$ cat config.mk
export PLATFORM = sky130hd
export DESIGN_NAME = multi_alarm_clock
export DESIGN_NICKNAME = d
export VERILOG_FILES = /design/src/rtl/multi_alarm_pkg.sv /design/src/rtl/bcd_time_counter.sv /design/src/rtl/multi_alarm_clock.sv
export SDC_FILE = /design/constraint.sdc
export NUM_CORES = 1
export LEC_CHECK = 0
export BUFFER_PORTS_ARGS = -buffer_cell sky130_fd_sc_hd__buf_4
export CAP_MARGIN = 20
export CORE_MARGIN = 8
export CORE_UTILIZATION = 50
export DETAILED_ROUTE_END_ITERATION = 10
export GPL_TIMING_DRIVEN = 0
export PLACE_DENSITY = 0.76
export SYNTH_ARGS = -nofsm -noshare
export SYNTH_HDL_FRONTEND = slang
export SYNTH_HIERARCHICAL = 1
export SYNTH_SLANG_ARGS = --single-unit
$ cat constraint.sdc
create_clock -name clk -period 2.85 [get_ports clk]
set_input_delay 0.4275 -clock clk [delete_from_list [all_inputs] [get_ports clk]]
set_output_delay 0.4275 -clock clk [all_outputs]
set_load 0.1 [all_outputs]
$ cat src/rtl/multi_alarm_pkg.sv
// Shared types and helpers for the multi-alarm clock.
// Holds the BCD time layout, the alarm FSM states and the clamp rule.
package multi_alarm_pkg;

    typedef logic [3:0] hh_t;
    typedef logic [3:0] hl_t;
    typedef logic [3:0] mh_t;
    typedef logic [3:0] ml_t;

    typedef struct packed {
        hh_t hh;
        hl_t hl;
        mh_t mh;
        ml_t ml;
    } bcd_time_t;

    typedef enum logic [1:0] {
        ST_IDLE    = 2'd0,
        ST_RINGING = 2'd1,
        ST_SNOOZED = 2'd2
    } alarm_state_e;

    localparam bcd_time_t RST_TIME_12H = 16'h1200;
    localparam bcd_time_t RST_TIME_24H = 16'h0000;

    function automatic bcd_time_t rst_time(input bit mode12);
        return mode12 ? RST_TIME_12H : RST_TIME_24H;
    endfunction

    // Force a raw BCD word into the legal range of the clock.
    // Any non-decimal nibble makes that field out of range.
    function automatic bcd_time_t clamp_time(
        input logic [15:0] raw,
        input bit          mode12
    );
        bcd_time_t  t;
        logic [7:0] hv;
        logic       h_ok;
        t = bcd_time_t'(raw);
        if (t.mh > 4'd5 || t.ml > 4'd9) begin
            t.mh = 4'd5;
            t.ml = 4'd9;
        end
        h_ok = (t.hh <= 4'd9) && (t.hl <= 4'd9);
        hv   = {4'd0, t.hh} * 8'd10 + {4'd0, t.hl};
        if (mode12) begin
            if (!h_ok || hv > 8'd12) begin
                t.hh = 4'd1;
                t.hl = 4'd2;
            end else if (hv == 8'd0) begin
                t.hh = 4'd0;
                t.hl = 4'd1;
            end
        end else if (!h_ok || hv > 8'd23) begin
            t.hh = 4'd2;
            t.hl = 4'd3;
        end
        return t;
    endfunction

endpackage

$ cat src/rtl/bcd_time_counter.sv
// Main BCD HH:MM register: minute ticks, clamped loads, 12h/24h wrap.
// Ports: clk, rst, tick, set_time, time_in -> time_out, tick_upd.
module bcd_time_counter
    import multi_alarm_pkg::*;
#(
    parameter bit MODE_12H = 1'b1
) (
    input  logic        clk,
    input  logic        rst,
    input  logic        tick,
    input  logic        set_time,
    input  logic [15:0] time_in,
    output logic [15:0] time_out,
    output logic        tick_upd
);

    bcd_time_t cur;

    function automatic bcd_time_t next_minute(input bcd_time_t t);
        bcd_time_t n;
        n = t;
        if (t.ml != 4'd9) begin
            n.ml = t.ml + 4'd1;
        end else begin
            n.ml = 4'd0;
            if (t.mh != 4'd5) begin
                n.mh = t.mh + 4'd1;
            end else begin
                n.mh = 4'd0;
                if (MODE_12H && t.hh == 4'd1 && t.hl == 4'd2) begin
                    n.hh = 4'd0;
                    n.hl = 4'd1;
                end else if (!MODE_12H && t.hh == 4'd2 && t.hl == 4'd3) begin
                    n.hh = 4'd0;
                    n.hl = 4'd0;
                end else if (t.hl == 4'd9) begin
                    n.hl = 4'd0;
                    n.hh = t.hh + 4'd1;
                end else begin
                    n.hl = t.hl + 4'd1;
                end
            end
        end
        return n;
    endfunction

    // tick_upd marks the cycle in which a tick-advanced time is visible,
    // which is the only cycle alarms get compared.
    always_ff @(posedge clk) begin
        if (rst) begin
            cur      <= rst_time(MODE_12H);
            tick_upd <= 1'b0;
        end else begin
            tick_upd <= 1'b0;
            if (set_time) begin
                cur <= clamp_time(time_in, MODE_12H);
            end else if (tick) begin
                cur      <= next_minute(cur);
                tick_upd <= 1'b1;
            end
        end
    end

    assign time_out = cur;

endmodule

$ cat src/rtl/multi_alarm_clock.sv
// Multi-slot alarm clock: time counter, alarm slots, ring/snooze FSM, LED blink.
// Ports: clk, rst, tick, set_time/time_in, alarm_wr/idx/in/en_in, ack, snooze
//        -> time_out, ringing, ring_idx, led.
module multi_alarm_clock
    import multi_alarm_pkg::*;
#(
    parameter  int NUM_ALARMS = 4,
    parameter  int MODE_12H   = 1,
    parameter  int SNOOZE_MIN = 5,
    parameter  int BLINK_DIV  = 25,
    localparam int IW = (NUM_ALARMS > 1) ? $clog2(NUM_ALARMS) : 1
) (
    input  logic          clk,
    input  logic          rst,
    input  logic          tick,
    input  logic          set_time,
    input  logic [15:0]   time_in,
    input  logic          alarm_wr,
    input  logic [IW-1:0] alarm_idx,
    input  logic [15:0]   alarm_in,
    input  logic          alarm_en_in,
    input  logic          ack,
    input  logic          snooze,
    output logic [15:0]   time_out,
    output logic          ringing,
    output logic [IW-1:0] ring_idx,
    output logic [15:0]   led
);

    localparam bit M12 = (MODE_12H != 0);
    localparam int BW  = $clog2(BLINK_DIV + 1);

    logic                  tick_upd;
    bcd_time_t             slot_time [NUM_ALARMS];
    logic [NUM_ALARMS-1:0] slot_en;
    logic                  idx_ok;
    logic                  hit;
    logic [IW-1:0]         hit_idx;
    logic                  kill;
    logic                  tick_eff;
    alarm_state_e          state;
    logic [BW-1:0]         blink_cnt;
    logic [5:0]            snz_cnt;

    bcd_time_counter #(
        .MODE_12H (M12)
    ) u_time (
        .clk      (clk),
        .rst      (rst),
        .tick     (tick),
        .set_time (set_time),
        .time_in  (time_in),
        .time_out (time_out),
        .tick_upd (tick_upd)
    );

    assign idx_ok   = (int'(alarm_idx) < NUM_ALARMS);
    assign tick_eff = tick && !set_time;
    assign kill     = alarm_wr && idx_ok && (alarm_idx == ring_idx);

    always_ff @(posedge clk) begin
        if (rst) begin
            for (int i = 0; i < NUM_ALARMS; i++) begin
                slot_time[i] <= rst_time(M12);
            end
            slot_en <= '0;
        end else if (alarm_wr && idx_ok) begin
            slot_time[alarm_idx] <= clamp_time(alarm_in, M12);
            slot_en[alarm_idx]   <= alarm_en_in;
        end
    end

    // Scan downwards so the lowest matching slot is the last writer.
    always_comb begin
        hit     = 1'b0;
        hit_idx = '0;
        for (int i = NUM_ALARMS - 1; i >= 0; i--) begin
            if (slot_en[i] && (slot_time[i] == bcd_time_t'(time_out))) begin
                hit     = 1'b1;
                hit_idx = IW'(i);
            end
        end
    end

    always_ff @(posedge clk) begin
        if (rst) begin
            state     <= ST_IDLE;
            ringing   <= 1'b0;
            ring_idx  <= '0;
            led       <= 16'h0000;
            blink_cnt <= '0;
            snz_cnt   <= '0;
        end else begin
            unique case (state)
                ST_IDLE: begin
                    led       <= 16'h0000;
                    blink_cnt <= '0;
                    snz_cnt   <= '0;
                    if (tick_upd && hit) begin
                        state    <= ST_RINGING;
                        ringing  <= 1'b1;
                        ring_idx <= hit_idx;
                        led      <= 16'hFFFF;
                    end
                end
                ST_RINGING: begin
                    if (ack || kill) begin
                        state     <= ST_IDLE;
                        ringing   <= 1'b0;
                        led       <= 16'h0000;
                        blink_cnt <= '0;
                    end else if (snooze) begin
                        state     <= ST_SNOOZED;
                        ringing   <= 1'b0;
                        led       <= 16'h0000;
                        blink_cnt <= '0;
                        snz_cnt   <= 6'(SNOOZE_MIN);
                    end else if (blink_cnt == BW'(BLINK_DIV - 1)) begin
                        blink_cnt <= '0;
                        led       <= ~led;
                    end else begin
                        blink_cnt <= blink_cnt + 1'b1;
                    end
                end
                ST_SNOOZED: begin
                    if (ack || kill) begin
                        state   <= ST_IDLE;
                        snz_cnt <= '0;
                    end else if (tick_eff) begin
                        if (snz_cnt == 6'd1) begin
                            state     <= ST_RINGING;
                            ringing   <= 1'b1;
                            led       <= 16'hFFFF;
                            blink_cnt <= '0;
                            snz_cnt   <= '0;
                        end else begin
                            snz_cnt <= snz_cnt - 6'd1;
                        end
                    end
                end
                default: begin
                    state   <= ST_IDLE;
                    ringing <= 1'b0;
                    led     <= 16'h0000;
                end
            endcase
        end
    end

endmodule

### After elaboration in Yosys (flattened, before gate mapping)

Memory sizes are Yosys's and may differ from the RTL's.
Index checks and enable logic that the tools add are counted.

| operators by class | value |
|---|---|
| add/sub/neg operators | 8 |
| multiply operators | 2 |
| order comparisons | 12 |
| eq/ne operators | 26 |
| muxes and demuxes | 74 |
| bitwise operators | 1 |
| reductions and logical operators | 36 |

Operators by type and width:

| kind | count |
|---|---|
| 16-bit 2-to-1 mux | 10 |
| 8-bit 2-to-1 mux | 12 |
| 16-bit equality test | 4 |
| 16-bit one-hot mux with 3 select lines | 1 |
| 5-bit 2-to-1 mux | 6 |
| 6-bit 2-to-1 mux | 5 |
| 2-bit 2-to-1 mux | 11 |
| 4-bit AND reduction | 5 |
| 1-bit 2-to-1 mux | 18 |
| 6-bit one-hot mux with 3 select lines | 1 |
| 4-bit by 1-bit adder with 4-bit output, second input constant | 4 |
| 8-bit by 4-bit adder with 8-bit output | 2 |
| 8-bit by 4-bit greater-than comparator with 1-bit output, second input constant | 2 |
| 4-bit <= comparator, second input constant | 4 |
| 8-bit zero test | 2 |
| 4-bit 2-to-1 mux | 4 |
| 2-bit inequality test, second input constant | 8 |
| 16-bit NOT | 1 |
| 16-bit OR reduction | 1 |
| 5-bit one-hot mux with 3 select lines | 1 |
| 4-bit by 3-bit multiplier with 7-bit output, second input constant | 2 |
| 12-bit 2-to-1 mux | 1 |
| 1-bit logical AND | 11 |
| 3-bit inequality test, second input constant | 3 |
| other kinds (29) | 40 |

| storage, ports and cells | value |
|---|---|
| register bits after elaboration | 53 |
| bits in writable memories | 64 |
| output and inout port bits | 35 |
| logic and storage cells | 172 |
| memories kept | 1 |

Memories:

| memory | depth | width | rd ports | clocked after Yosys merged registers in | write ports | line | text |
|---|---|---|---|---|---|---|---|
| slot_time | 4 | 16 | 4 | 0 | 4 | multi_alarm_clock.sv:34 | `bcd_time_t slot_time [NUM_ALARMS];` |

### Logic depth before layout (Yosys ltp)

An unclocked memory read counts as a cell.

| depth | value |
|---|---|
| depth after elaboration | 10 |
| mapped depth | 11 |

### Cells and area by module

The synthesis kept the hierarchy.

By module, submodules not included:

| module | instances | cells an instance | area each (µm²) | sequential area each (µm²) |
|---|---|---|---|---|
| multi_alarm_clock | 1 | 542 | 5492.8 | 2642.5 |
| bcd_time_counter | 1 | 169 | 1442.6 | 340.3 |

### Worst setup path after synthesis

Ideal clock, no wire load.

| timing path | value |
|---|---|
| path kind | reg2reg |
| start | register u_time.cur, in the netlist u_time/time_out[0] |
| end | register state[0] |
| arrival | 2.907 ns |
| setup slack | -0.177 ns |
| stages on the path, launching flop included | 9 |
| path buffers | 1 |
| period minus slack after synthesis | 3.027 ns |
| cells stage by stage | dfxtp_1 buf_2 xnor2_1 nand2_1 or3b_2 nor4_2 o41a_1 o211a_1 mux2_2 |

| on the way | value |
|---|---|
| longest elaborated chain between the ends | 9 |

Ends and longest elaborated chain:

| item | line | text |
|---|---|---|
| start, declared | bcd_time_counter.sv:17 | `bcd_time_t cur;` |
| start signal, assigned | bcd_time_counter.sv:51 | `cur <= rst_time(MODE_12H);` |
| start signal, assigned | bcd_time_counter.sv:56 | `cur <= clamp_time(time_in, MODE_12H);` |
| start signal, assigned | bcd_time_counter.sv:58 | `cur <= next_minute(cur);` |
| 16-bit equality test | multi_alarm_clock.sv:78 | `if (slot_en[i] && (slot_time[i] == bcd_time_t'(time_out))) begin` |
| 1-bit logical AND | multi_alarm_clock.sv:78 |  |
| 1-bit 2-to-1 mux (3 in series) | multi_alarm_clock.sv:78 |  |
| 1-bit 2-to-1 mux (*) | multi_alarm_clock.sv:78 |  |
| 1-bit logical AND (*) | multi_alarm_clock.sv:99 | `if (tick_upd && hit) begin` |
| 2-bit inequality test (no line) (*) | -- |  |
| 4-bit AND reduction (no line) (*) | -- |  |
| end signal, assigned | multi_alarm_clock.sv:87 | `state <= ST_IDLE;` |
| end signal, assigned | multi_alarm_clock.sv:100 | `state <= ST_RINGING;` |
| end signal, assigned | multi_alarm_clock.sv:108 | `state <= ST_IDLE;` |
| end, declared | multi_alarm_clock.sv:41 | `alarm_state_e state;` |

Mark *: on every way between the ends. The rest lies on a longest branch, timed or not.
A chain may end at the register's enable or synchronous reset.

==> metrics.txt <==
DRC=0; Finish-stage setup viols=0; Worst Path Buf+Inv=2; max-cap violations=0; Net Sw Power=roughly 1.3 mW; GPL Wtd Cong=0.8976; Seq cells post-synth=117; Internal=roughly 3.5 mW; Synth area leader=edfxtp_1; adder-cell share of the synthesized area=5.665%; power per cell area=between 500 and 600 mW/mm^2; unrepaired setup endpoints after global routing=false; Pleak=around 3.3 nW; antenna-violating nets left=0; vias=roughly 5,800; clock-pin slew on the worst setup and hold paths=approximately 50 ps; number of flops mapped to enable cells by yosys=between 60 and 70; combinational share of power=approximately 16%; DRT met1 WL=7.083 mm; reg2reg end=state[0]$_SDFFE_PP0P_; Detailed Routing Iterations Pass 1=5; IO buf count=72; Die ar.=0.01790 mm^2; TritonCTS Buffers=17; CTS H-tree lvls=4; Reg2Reg Launch Point=u_time/time_out[10]$_SDFFE_PP0P_; # hold bufs at CTS=0; mux contribution to synthesized area=0.5953%; layout cells sized above 1=between 10% and 20%; pin count of the biggest net entering global routing=17; via/cell ratio=between 5 and 6; CP Capture Point=slot_time[0][13]$_SDFFCE_PN0P_; Cells after DPL=a little under 1,000; initial antenna violation count=0; Detailed Route WL=roughly 17 mm; Slowest cell on crit path=fa_1; clock latency at the later pin of the worst-skew pair=between 400 and 500 ps; Final Non-Filler Cells=between 900 and 1,000; max-slew violations=0; Area Overhead vs Synth=19.59%; Reg2Reg Depth=7; critical-path cell list=buf_4, ha_1, ha_1, fa_1, xor2_1, nor4bb_1, a31oi_1, nor2_1, and3_1, clkbuf_2, and3_1; Starting DRT DRC Count=394; vias in the first global route=about 6,000; highest metal used=met4; clock power share=43.2%; die height=133.8 um; HP Class=in -> reg; Seq/Total Area, Yosys=43.01%; Fillers=roughly 1,200; Setup Skew=between 7 and 8 ps; fin crit share=between 90% and 100%; Period minus WS final=roughly 2700 ps; Root Driver=clkbuf_16; main combinational cell family by area after synthesis=simple AND/OR/NAND/NOR gates; Yosys warning count=6; status=finished, final reports clean; Congestion Overflow GR=0; final worst setup slack=~170 ps; first-pass GRT wire length=roughly 29 mm; internal reg-to-reg setup slack=around 210 ps; sw frac=27.13%; # rows=43; TritonCTS clock tree=built; Die Wd=133.8 um; dpl hpwl=~13 mm; DR WL/cell=about 17 um; # IOs=77; Gate Count Post-Synth=711; Slew @ Worst Pin=about 1000 ps; crit path DAT=just under 3000 ps; CP top delay family=simple AND/OR/NAND/NOR gates; CP endpoint kind=register; synth unique cells=slightly below 80; fmax=0.3733 GHz; CP startpoint=alarm_in[13]; CP peak stage delay=between 300 and 400 ps; area share of the largest cell type after synthesis=between 20% and 30%; startpoint types=input pin; WP data required=3130 ps; Fin. Hold Viols=0; pre-CTS setup slack=-374.5 ps; worst-path fanout max=10; Seq pwr share=40.6%; clock net sink count=117; Netlist Area Pre-Place=between 0.006 and 0.007 mm^2; met2 wire length=8.650 mm; peak supply drop=around 0.0004 V; Setup CP Type=in -> reg; diode count=0; Post-synth ARST share=0%; CTS Buffer Depth=2; WL met3=between 1 and 1.5 mm; Initial Util=roughly half; core area=between 0.01 and 0.015 mm^2; simple-gate share of the synthesized area=between 20 and 25%; ys flop type=edfxtp_1; Syn Area/Cell=around 9.8 um^2; XOR/XNOR Fraction of Synth Area=approximately a tenth; main area contributors after synthesis=edfxtp_1 (28%), dfxtp_1 (15%), xnor2_1 (6.8%); Tot GR Track Use=19.99%; fin nets=~880; Crit path depth=11; Max transition margin=30.03%; Compound-Gate Fraction of Synth Area=roughly 14%
## cell usage in the layout (no fill, tap or decap), types with 19 or more instances in the layout
cell type,n
nand2_1,53
and3_1,19
ha_1,25
o21ai_0,21
buf_4,72
dfxtp_1,45
xnor2_1,54
nor3_1,30
nand4_1,22
inv_1,34
nand3_1,21
nor2_1,78
xor2_1,26
a21oi_1,20
edfxtp_1,64
## timing repair
item / 4_1_cts / 5_1_grt
gates resized for setup: 0 / 4
pin swaps: 0 / 0
setup endpoints to repair: 1 / 20
endpoints found under the hold margin: 0 / 0
buffers inserted: 0 / 0
## cell families after synthesis
family | count (synthesis)
DFF | 117
buffers and inverters | 61
AOI/OAI and AO/OA | 134
adders and majority gates | 29
and+or+nand+nor | 285
other | 1
muxes | 4
xor gates and xnor gates | 80
## area by class of cell
class                      count  area [um^2]  area share [%]
clock buffer                  20        436.7           5.265
inverter                      35        131.4           1.584
clock inverter                12        136.4           1.644
timing repair buffer          72        540.5           6.517
multi-input combinational    536         3613           43.57
tap                          180        225.2           2.715
sequential                   117         2993           36.08
buffer                        25        217.7           2.625
## worst min path at each step
stage	slack, ps	endpoint	startpoint	cells past startpoint
6_report	240	u_time/time_out[14]$_SDFFE_PP0P_	rst	2
3_5_place_dp	470	led[7]$_SDFFE_PP0P_	led[7]$_SDFFE_PP0P_	2
5_1_grt	240	u_time/time_out[14]$_SDFFE_PP0P_	rst	2
3_3_place_gp	450	led[6]$_SDFFE_PP0P_	led[6]$_SDFFE_PP0P_	2
4_1_cts	220	u_time/time_out[14]$_SDFFE_PP0P_	rst	2
2_1_floorplan	450	snz_cnt[4]$_SDFFE_PP0P_	snz_cnt[4]$_SDFFE_PP0P_	2
## power groups by stage
stage               Combinational (mW)  Clock (mW)  Sequential [mW]
floorplan                        0.433           0             2.11
global placement                 0.748           0             1.99
detailed placement               0.775           0             1.99
CTS                              0.780        2.12             1.96
global route                     0.848        2.19             1.97
finish                           0.781        2.09             1.96
## Yosys cell counts, types with 7 or more instances
library cell  count
nor2_1           78
edfxtp_1         64
xnor2_1          54
dfxtp_1          53
nand2_1          53
inv_1            34
nor3_1           30
xor2_1           26
ha_1             25
nand4_1          22
nand3_1          21
o21ai_0          21
a21oi_1          20
and3_1           19
and2_1           10
o21ai_2          10
a21o_1            9
clkbuf_1          9
o21ai_1           8
nor4_1            7
o211ai_1          7
## layer usage
metal / vias to the layer above / track usage, %
met2: 233 / 34.12
met1: 2747 / 23.72
met3: 38 / 4.936
li1: 2770 / -
met4: 0 / 7.798
met5: - / 0
## state kept, by name, summed over array words and instances, names as in the netlist
name             count
snz_cnt              6
led                 16
ringing              1
slot_time           64
u_time/time_out     16
u_time/tick_upd      1
blink_cnt            5
slot_en              4
ring_idx             2
state                2
## per-stage QoR
stage / utilization, % / TNS [ps] / hold slack (ps) / area, um^2 / power (mW)
2_1_floorplan: - / 0 / 449.3 / 6957 / 2.545
3_3_place_gp: 56.29 / -4507 / 454.7 / 7722 / 2.734
3_5_place_dp: 56.29 / -8455 / 466.8 / 7722 / 2.768
4_1_cts: 60.44 / 0 / 219.7 / 8292 / 4.856
5_1_grt: 60.46 / 0 / 242.7 / 8294 / 5.006
6_report: 60.46 / 0 / 243.6 / 8294 / 4.827
No activity file was read; power rests on OpenSTA's default activity.
